===== config.mk =====
export PLATFORM = sky130hd
export DESIGN_NAME = fixed_point_divider_flat
export DESIGN_NICKNAME = d
export VERILOG_FILES = /design/src/rtl/fixed_point_divider_if.sv /design/src/rtl/fixed_point_divider.sv /design/src/flat_wrapper.sv
export SDC_FILE = /design/constraint.sdc
export NUM_CORES = 1
export LEC_CHECK = 0
export CELL_PAD_IN_SITES_DETAIL_PLACEMENT = 1
export CELL_PAD_IN_SITES_GLOBAL_PLACEMENT = 2
export CORE_MARGIN = 2
export CORE_UTILIZATION = 38
export CTS_CLUSTER_DIAMETER = 150
export DETAILED_ROUTE_END_ITERATION = 10
export PLACE_DENSITY = 0.9
export REMOVE_ABC_BUFFERS = 1
export SETUP_SLACK_MARGIN = 0.4
export SLEW_MARGIN = 20
export SYNTH_ARGS = -nofsm -noshare
export SYNTH_HDL_FRONTEND = slang
export SYNTH_SLANG_ARGS = --single-unit

===== constraint.sdc =====
create_clock -name clk_i -period 7.8 [get_ports clk_i]
set_clock_uncertainty 0.1 [all_clocks]
set_input_delay 0.78 -clock clk_i [delete_from_list [all_inputs] [get_ports clk_i]]
set_output_delay 0.78 -clock clk_i [all_outputs]
set_load 0.02 [all_outputs]

===== src/rtl/fixed_point_divider_if.sv =====
// Operand/result handshake bundle for fixed_point_divider.
// The master drives operands and accepts results; the slave is the divider.
interface fixed_point_divider_if #(
    parameter int W = 33
);
    logic         in_valid_i;
    logic         in_ready_o;
    logic [W-1:0] a_in;
    logic [W-1:0] b_in;
    logic         out_valid_o;
    logic         out_ready_i;
    logic [W-1:0] y_out;
    logic         overflow_o;
    logic         div_by_zero_o;

    modport master (
        output in_valid_i, a_in, b_in, out_ready_i,
        input  in_ready_o, out_valid_o, y_out, overflow_o, div_by_zero_o
    );

    modport slave (
        input  in_valid_i, a_in, b_in, out_ready_i,
        output in_ready_o, out_valid_o, y_out, overflow_o, div_by_zero_o
    );
endinterface


===== src/rtl/fixed_point_divider.sv =====
// Sequential sign-magnitude Qm.n divider, y = a / b.
// Restoring division producing one quotient bit per clock. The dividend and
// quotient share one shift register: each cycle the MSB leaves as the next
// dividend bit and the new quotient bit enters at the LSB.
// Optional build macro FIXED_POINT_DIVIDER_ROUND_EN: compute one guard
// quotient bit and round half up on the magnitude (latency grows by one).
module fixed_point_divider #(
    parameter int q_m = 17,
    parameter int q_n = 16
) (
    input  logic                   clk_i,
    input  logic                   reset_i,
    fixed_point_divider_if.slave   bus
);
    localparam int W = q_m + q_n;
    localparam int M = W - 1;
`ifdef FIXED_POINT_DIVIDER_ROUND_EN
    localparam int ITER = M + q_n + 1;
`else
    localparam int ITER = M + q_n;
`endif
    // Zero bits appended below |a| to form the scaled dividend
    localparam int SH = ITER - M;
    localparam int CW = $clog2(ITER + 1);

    typedef enum logic [1:0] {IDLE, CALC, DONE} state_t;

    state_t          state_q, state_d;
    logic [CW-1:0]   cnt_q, cnt_d;
    logic [M-1:0]    rem_q, rem_d;
    logic [ITER-1:0] dq_q, dq_d;
    logic [M-1:0]    mag_b_q, mag_b_d;
    logic            sign_a_q, sign_a_d;
    logic            sign_b_q, sign_b_d;
    logic            in_ready_q, in_ready_d;
    logic            out_valid_q, out_valid_d;
    logic [W-1:0]    y_q, y_d;
    logic            ovf_q, ovf_d;
    logic            dbz_q, dbz_d;

    logic [M:0]      shifted;
    logic [M:0]      trial;
    logic            qbit;
    logic [M:0]      ovf_mag;
    logic            res_sign;

    // Quotient magnitude with saturation; returns {overflow, magnitude}
`ifdef FIXED_POINT_DIVIDER_ROUND_EN
    function automatic logic [M:0] quot_mag(input logic [ITER-1:0] q);
        logic [ITER-2:0] qh;
        logic [M:0]      sum;
        qh  = q[ITER-1:1];
        sum = {1'b0, qh[M-1:0]} + {{M{1'b0}}, q[0]};
        if ((|qh[ITER-2:M]) || sum[M])
            return {1'b1, {M{1'b1}}};
        return {1'b0, sum[M-1:0]};
    endfunction
`else
    function automatic logic [M:0] quot_mag(input logic [ITER-1:0] q);
        if (|q[ITER-1:M])
            return {1'b1, {M{1'b1}}};
        return {1'b0, q[M-1:0]};
    endfunction
`endif

    // One restoring-division step and the next-state/output logic
    always_comb begin
        shifted     = {rem_q, dq_q[ITER-1]};
        qbit        = (shifted >= {1'b0, mag_b_q});
        trial       = shifted - {1'b0, mag_b_q};
        ovf_mag     = quot_mag(dq_q);
        res_sign    = 1'b0;

        state_d     = state_q;
        cnt_d       = cnt_q;
        rem_d       = rem_q;
        dq_d        = dq_q;
        mag_b_d     = mag_b_q;
        sign_a_d    = sign_a_q;
        sign_b_d    = sign_b_q;
        in_ready_d  = in_ready_q;
        out_valid_d = out_valid_q;
        y_d         = y_q;
        ovf_d       = ovf_q;
        dbz_d       = dbz_q;

        case (state_q)
            IDLE: begin
                in_ready_d  = 1'b1;
                out_valid_d = 1'b0;
                if (bus.in_valid_i && in_ready_q) begin
                    sign_a_d   = bus.a_in[W-1];
                    sign_b_d   = bus.b_in[W-1];
                    mag_b_d    = bus.b_in[M-1:0];
                    dq_d       = {bus.a_in[M-1:0], {SH{1'b0}}};
                    rem_d      = '0;
                    cnt_d      = CW'(ITER);
                    in_ready_d = 1'b0;
                    state_d    = CALC;
                end
            end
            CALC: begin
                in_ready_d = 1'b0;
                if (cnt_q != '0) begin
                    // Keep the subtraction when it fits, otherwise restore
                    rem_d = qbit ? trial[M-1:0] : shifted[M-1:0];
                    dq_d  = {dq_q[ITER-2:0], qbit};
                    cnt_d = cnt_q - 1'b1;
                end else begin
                    if (mag_b_q == '0) begin
                        // Divide by zero: saturate with the dividend's sign
                        y_d   = {sign_a_q, {M{1'b1}}};
                        ovf_d = 1'b0;
                        dbz_d = 1'b1;
                    end else begin
                        // No negative zero
                        res_sign = (sign_a_q ^ sign_b_q) & (|ovf_mag[M-1:0]);
                        y_d      = {res_sign, ovf_mag[M-1:0]};
                        ovf_d    = ovf_mag[M];
                        dbz_d    = 1'b0;
                    end
                    out_valid_d = 1'b1;
                    state_d     = DONE;
                end
            end
            DONE: begin
                in_ready_d = 1'b0;
                if (bus.out_ready_i) begin
                    out_valid_d = 1'b0;
                    ovf_d       = 1'b0;
                    dbz_d       = 1'b0;
                    in_ready_d  = 1'b1;
                    state_d     = IDLE;
                end
            end
            default: begin
                state_d     = IDLE;
                in_ready_d  = 1'b1;
                out_valid_d = 1'b0;
            end
        endcase
    end

    // State and registered outputs; reset discards any operation in flight
    always_ff @(posedge clk_i or negedge reset_i) begin
        if (!reset_i) begin
            state_q     <= IDLE;
            cnt_q       <= '0;
            rem_q       <= '0;
            dq_q        <= '0;
            mag_b_q     <= '0;
            sign_a_q    <= 1'b0;
            sign_b_q    <= 1'b0;
            in_ready_q  <= 1'b1;
            out_valid_q <= 1'b0;
            y_q         <= '0;
            ovf_q       <= 1'b0;
            dbz_q       <= 1'b0;
        end else begin
            state_q     <= state_d;
            cnt_q       <= cnt_d;
            rem_q       <= rem_d;
            dq_q        <= dq_d;
            mag_b_q     <= mag_b_d;
            sign_a_q    <= sign_a_d;
            sign_b_q    <= sign_b_d;
            in_ready_q  <= in_ready_d;
            out_valid_q <= out_valid_d;
            y_q         <= y_d;
            ovf_q       <= ovf_d;
            dbz_q       <= dbz_d;
        end
    end

    assign bus.in_ready_o    = in_ready_q;
    assign bus.out_valid_o   = out_valid_q;
    assign bus.y_out         = y_q;
    assign bus.overflow_o    = ovf_q;
    assign bus.div_by_zero_o = dbz_q;

endmodule


===== src/flat_wrapper.sv =====
// flat-port wrapper written by rule: the top's interface ports become plain ports
module fixed_point_divider_flat 
#(
    parameter int q_m = 17,
    parameter int q_n = 16
)
  (clk_i, reset_i, bus_in_valid_i, bus_a_in, bus_b_in, bus_out_ready_i, bus_in_ready_o, bus_out_valid_o, bus_y_out, bus_overflow_o, bus_div_by_zero_o);
  fixed_point_divider_if #(.W(33)) bus_i ();
  input  logic clk_i;
  input  logic reset_i;
  input wire logic [$bits(bus_i.in_valid_i)-1:0] bus_in_valid_i;
  input wire logic [$bits(bus_i.a_in)-1:0] bus_a_in;
  input wire logic [$bits(bus_i.b_in)-1:0] bus_b_in;
  input wire logic [$bits(bus_i.out_ready_i)-1:0] bus_out_ready_i;
  output wire logic [$bits(bus_i.in_ready_o)-1:0] bus_in_ready_o;
  output wire logic [$bits(bus_i.out_valid_o)-1:0] bus_out_valid_o;
  output wire logic [$bits(bus_i.y_out)-1:0] bus_y_out;
  output wire logic [$bits(bus_i.overflow_o)-1:0] bus_overflow_o;
  output wire logic [$bits(bus_i.div_by_zero_o)-1:0] bus_div_by_zero_o;
  assign bus_i.in_valid_i = bus_in_valid_i;
  assign bus_i.a_in = bus_a_in;
  assign bus_i.b_in = bus_b_in;
  assign bus_i.out_ready_i = bus_out_ready_i;
  assign bus_in_ready_o = bus_i.in_ready_o;
  assign bus_out_valid_o = bus_i.out_valid_o;
  assign bus_y_out = bus_i.y_out;
  assign bus_overflow_o = bus_i.overflow_o;
  assign bus_div_by_zero_o = bus_i.div_by_zero_o;
  fixed_point_divider #(.q_m(q_m), .q_n(q_n)) u_core (.clk_i(clk_i), .reset_i(reset_i), .bus(bus_i));
endmodule

==> out/results.ini <==
[global_routing]
grt_use_met3_pct=4.48
use_met1_pct=27.0
grt-busiest-layer=met2
antenna_found_initial=0
grt_pass1_wl_mm=38.8
use_met2_pct=35.0
grt_pass1_vias=7445
grt_max_degree=100
overflow=0
grt.total_usage_pct=20.5

[placement]
gp_congestion=0.815
place_area_sq_mm=0.00960
port_buffers=106
dp.cells=1225
dp_hpwl_mm=15.5

[cts]
tritoncts=done
cts_setup_buffers=0
numCtsBuffers=17
cts_max_path_buffers=2
cts_root_buf=clkbuf_16
clock-sinks=159
postCtsHoldBufs=0
cts_resized=0
clk_latency_ps=430
cts.clk_slew.worst_paths_ps=70
htreeDepth=4

[pwr]
p_sw_mw=2.39
power_frac_comb_pct=54.6
peakVddDrop_mv=0.215
pwr-share-seq_pct=29.0
p_clk_share_pct=16.4
cellPowerDensity_mw_per_mm2=519
leakagePower_nw=4.43
power.total_mw=5.30
p_int_mw=2.91
p_sw_share_pct=45.0

[timing]
worst_slew_pin_slew_ps=915
post-route-min-period_ps=4090
holdWs_ps=359
fmax_mhz=244
fin_tns_setup_ps=0
setup_viol=0
finalCritPeriodShare_pct=52.4
final_hold_viol_count=0
grt_setup_unrepaired=false
drv_slew=0
relSlewSlack_pct=39.0

[synth]
synth-edff-count=0
synthArstFlopShare_pct=100
synth_seq_area_share_pct=47.9
syn_area_per_cell_sq_um=9.42
synth.cell_area_sq_mm=0.00831
ys_seq_elements=159
syn_inst=882
yosysWarnings=0
synthFlopType=dfrtp_1
ys_types=57

[routing]
wirelength_mm=22.8
antenna_left=0
viasPerCell=5.46
wl_per_cell_um=18.1
dr.pass1.iters=4
drt_iter0_drc=260
vias=6866
drc=0

[floorplanning]
die_h_um=152
rows=54
ios=107
die_w_um=152
coreArea_sq_mm=0.0216
initial_core_util_pct=38.4
dieArea_sq_mm=0.0231

[critical_path]
timing.rr.end=u_core.rem_q[31]
worstReg2RegStart=u_core.mag_b_q[1]
critical_path.max_fanout=40
critPathMaxStageDelay_ps=510
path_common_cell=o211ai_1
slowest_stage=buf_4
required_ps=8000
reg2reg_slack_ps=3710
startpoint_type=register
cp_cell_sequence=inv_1 -> ha_1 -> nor2b_1 -> o2111ai_1 -> nand3_1 -> a31oi_2 -> o21ai_1 -> a41oi_1 -> o211ai_1 -> a31oi_4 -> buf_4 -> nand2b_1 -> o211ai_1
worstSetupPathType=reg2reg
cp_data_arrival_time_ps=4290
worstSetupEndpointType=register
rr_worst_depth=13

[run]
max_cap_violations=0

[finish]
fillers=2473
postLayoutCellArea_sq_mm=0.0102
drive_gt1_share_pct=5.32
multiInputGateArea_sq_mm=0.00397
fin_nets=1069
antennaDiodeCount=0
seq_area_sq_mm=0.00398
instances_no_fill=1257
area_growth_pct=22.7

[status]
status=complete, no violations

[min_path]
hold_path_class=in2async

## cells in the final DEF, fill, tap and decap left out, drive strengths merged, types with 3 or more instances in the layout
cell type and n:
o22ai 3, clkbuf 18, clkinv 3, nand4 7, buf 11, nand3 68
xor2 16, a21o 9, a31oi 6, nand2 142, ha 34, nand2b 7
o22a 32, nor2b 4, nor3 6, and3 5, mux2i 42, o211ai 5
xnor2 16, o311ai 16, a21oi 35, inv 52, clkdlybuf4s50 105, a211oi 3
nor2 20, o31ai 3, dfrtp 158, o21ai 95, nor4 22
## how the worst max path moves through the flow
stage	depth (start not counted)	endpoint	slack, ps	from
5_1_grt	13	u_core.rem_q[27]	3400	u_core.mag_b_q[1]
3_3_place_gp	13	u_core.rem_q[31]	3950	u_core.mag_b_q[1]
3_5_place_dp	13	u_core.rem_q[31]	3740	u_core.mag_b_q[1]
2_1_floorplan	6	u_core.cnt_q[5]	1890	u_core.state_q[1]
4_1_cts	13	u_core.rem_q[28]	3700	u_core.mag_b_q[1]
6_report	13	u_core.rem_q[31]	3710	u_core.mag_b_q[1]
## Yosys cell counts (2+ instances only)
library cell / number / share of area (%)
buf_1: 7 / 0.32
nand3b_1: 2 / 0.18
mux2i_1: 42 / 5.1
nor2_1: 20 / 0.90
ha_1: 34 / 5.1
xor2_1: 16 / 1.7
nand2_1: 142 / 6.4
inv_1: 44 / 2.0
a21o_1: 9 / 0.81
dfrtp_1: 158 / 48
o21ai_0: 93 / 5.6
a21oi_1: 35 / 2.1
a32oi_1: 2 / 0.21
a311o_1: 2 / 0.24
a41oi_1: 2 / 0.21
nor3_1: 6 / 0.36
a21boi_0: 2 / 0.18
o311ai_1: 14 / 1.5
o22a_1: 32 / 3.4
nor2b_1: 4 / 0.30
o211ai_1: 5 / 0.45
o21bai_1: 2 / 0.18
buf_2: 4 / 0.24
clkbuf_1: 39 / 1.8
nand4_1: 7 / 0.53
nand3_1: 68 / 4.1
a211oi_1: 3 / 0.27
o2111ai_1: 2 / 0.21
a31oi_1: 4 / 0.30
o311ai_0: 2 / 0.21
xnor2_1: 16 / 1.7
or4_1: 2 / 0.18
o31ai_1: 3 / 0.27
nand2b_1: 7 / 0.53
and3_1: 5 / 0.38
o21ai_1: 2 / 0.12
nor4_1: 22 / 1.7
o22ai_1: 3 / 0.23
o21a_1: 2 / 0.18
## power by group through the flow
stage / clock network, mW / logic (mW) / registers (mW)
3_5_place_dp: 0 / 2.87 / 1.55
3_3_place_gp: 0 / 2.79 / 1.53
2_1_floorplan: 0 / 1.99 / 1.55
5_1_grt: 0.916 / 3.25 / 1.59
4_1_cts: 0.882 / 2.91 / 1.54
6_report: 0.867 / 2.89 / 1.54
## kinds of logic after synthesis
family	Yosys count	share of synthesized area, %
buffers and inverters	97	4.59
flip-flops	159	47.9
multiplexers	42	5.06
XOR/XNOR	32	3.37
adder cells (fa/ha/maj)	35	5.36
AND/OR/NAND/NOR	290	16.0
AO/OA/AOI/OAI	227	17.7
## final cells by class
class / instances / area share, %
flip-flops and latches: 159 / 39.0
clock inverters: 14 / 1.67
inverters: 44 / 1.62
well taps: 280 / 3.43
multi-input cells: 626 / 38.9
repair buffers: 116 / 11.2
clock buffers: 18 / 4.21
## flip-flops by register name, summed over array words and instances (netlist names)
name / flops
u_core.bus.div_by_zero_o: 1
u_core.bus.in_ready_o: 1
u_core.bus.out_valid_o: 1
u_core.bus.overflow_o: 1
u_core.bus.y_out: 33
u_core.cnt_q: 6
u_core.dq_q: 48
u_core.mag_b_q: 32
u_core.rem_q: 32
u_core.sign_a_q: 1
u_core.sign_b_q: 1
u_core.state_q: 2
## through the flow
stage                     setup slack, ps  util (%)
final                                3710      47.2
after global routing                 3400      47.2
after CTS                            3700      47.2
after detailed placement             3740      44.4
after global placement               3950      44.4
after floorplan                      1890         -
## worst max-delay path: cells and delay by family (launching register included)
kind,cells,cell delay [ps]
adders and majority gates,1,300
DFF,1,410
AOI/OAI and AO/OA,7,1930
and+or+nand+nor,3,600
buffers and inverters,2,590
## per-layer routing
metal,routed length (um),vias up
met5,0,-
met4,156,0
met3,871,12
met2,11300,124
met1,10500,3405
li1,-,3325
No activity file was read; power rests on OpenSTA's default activity.
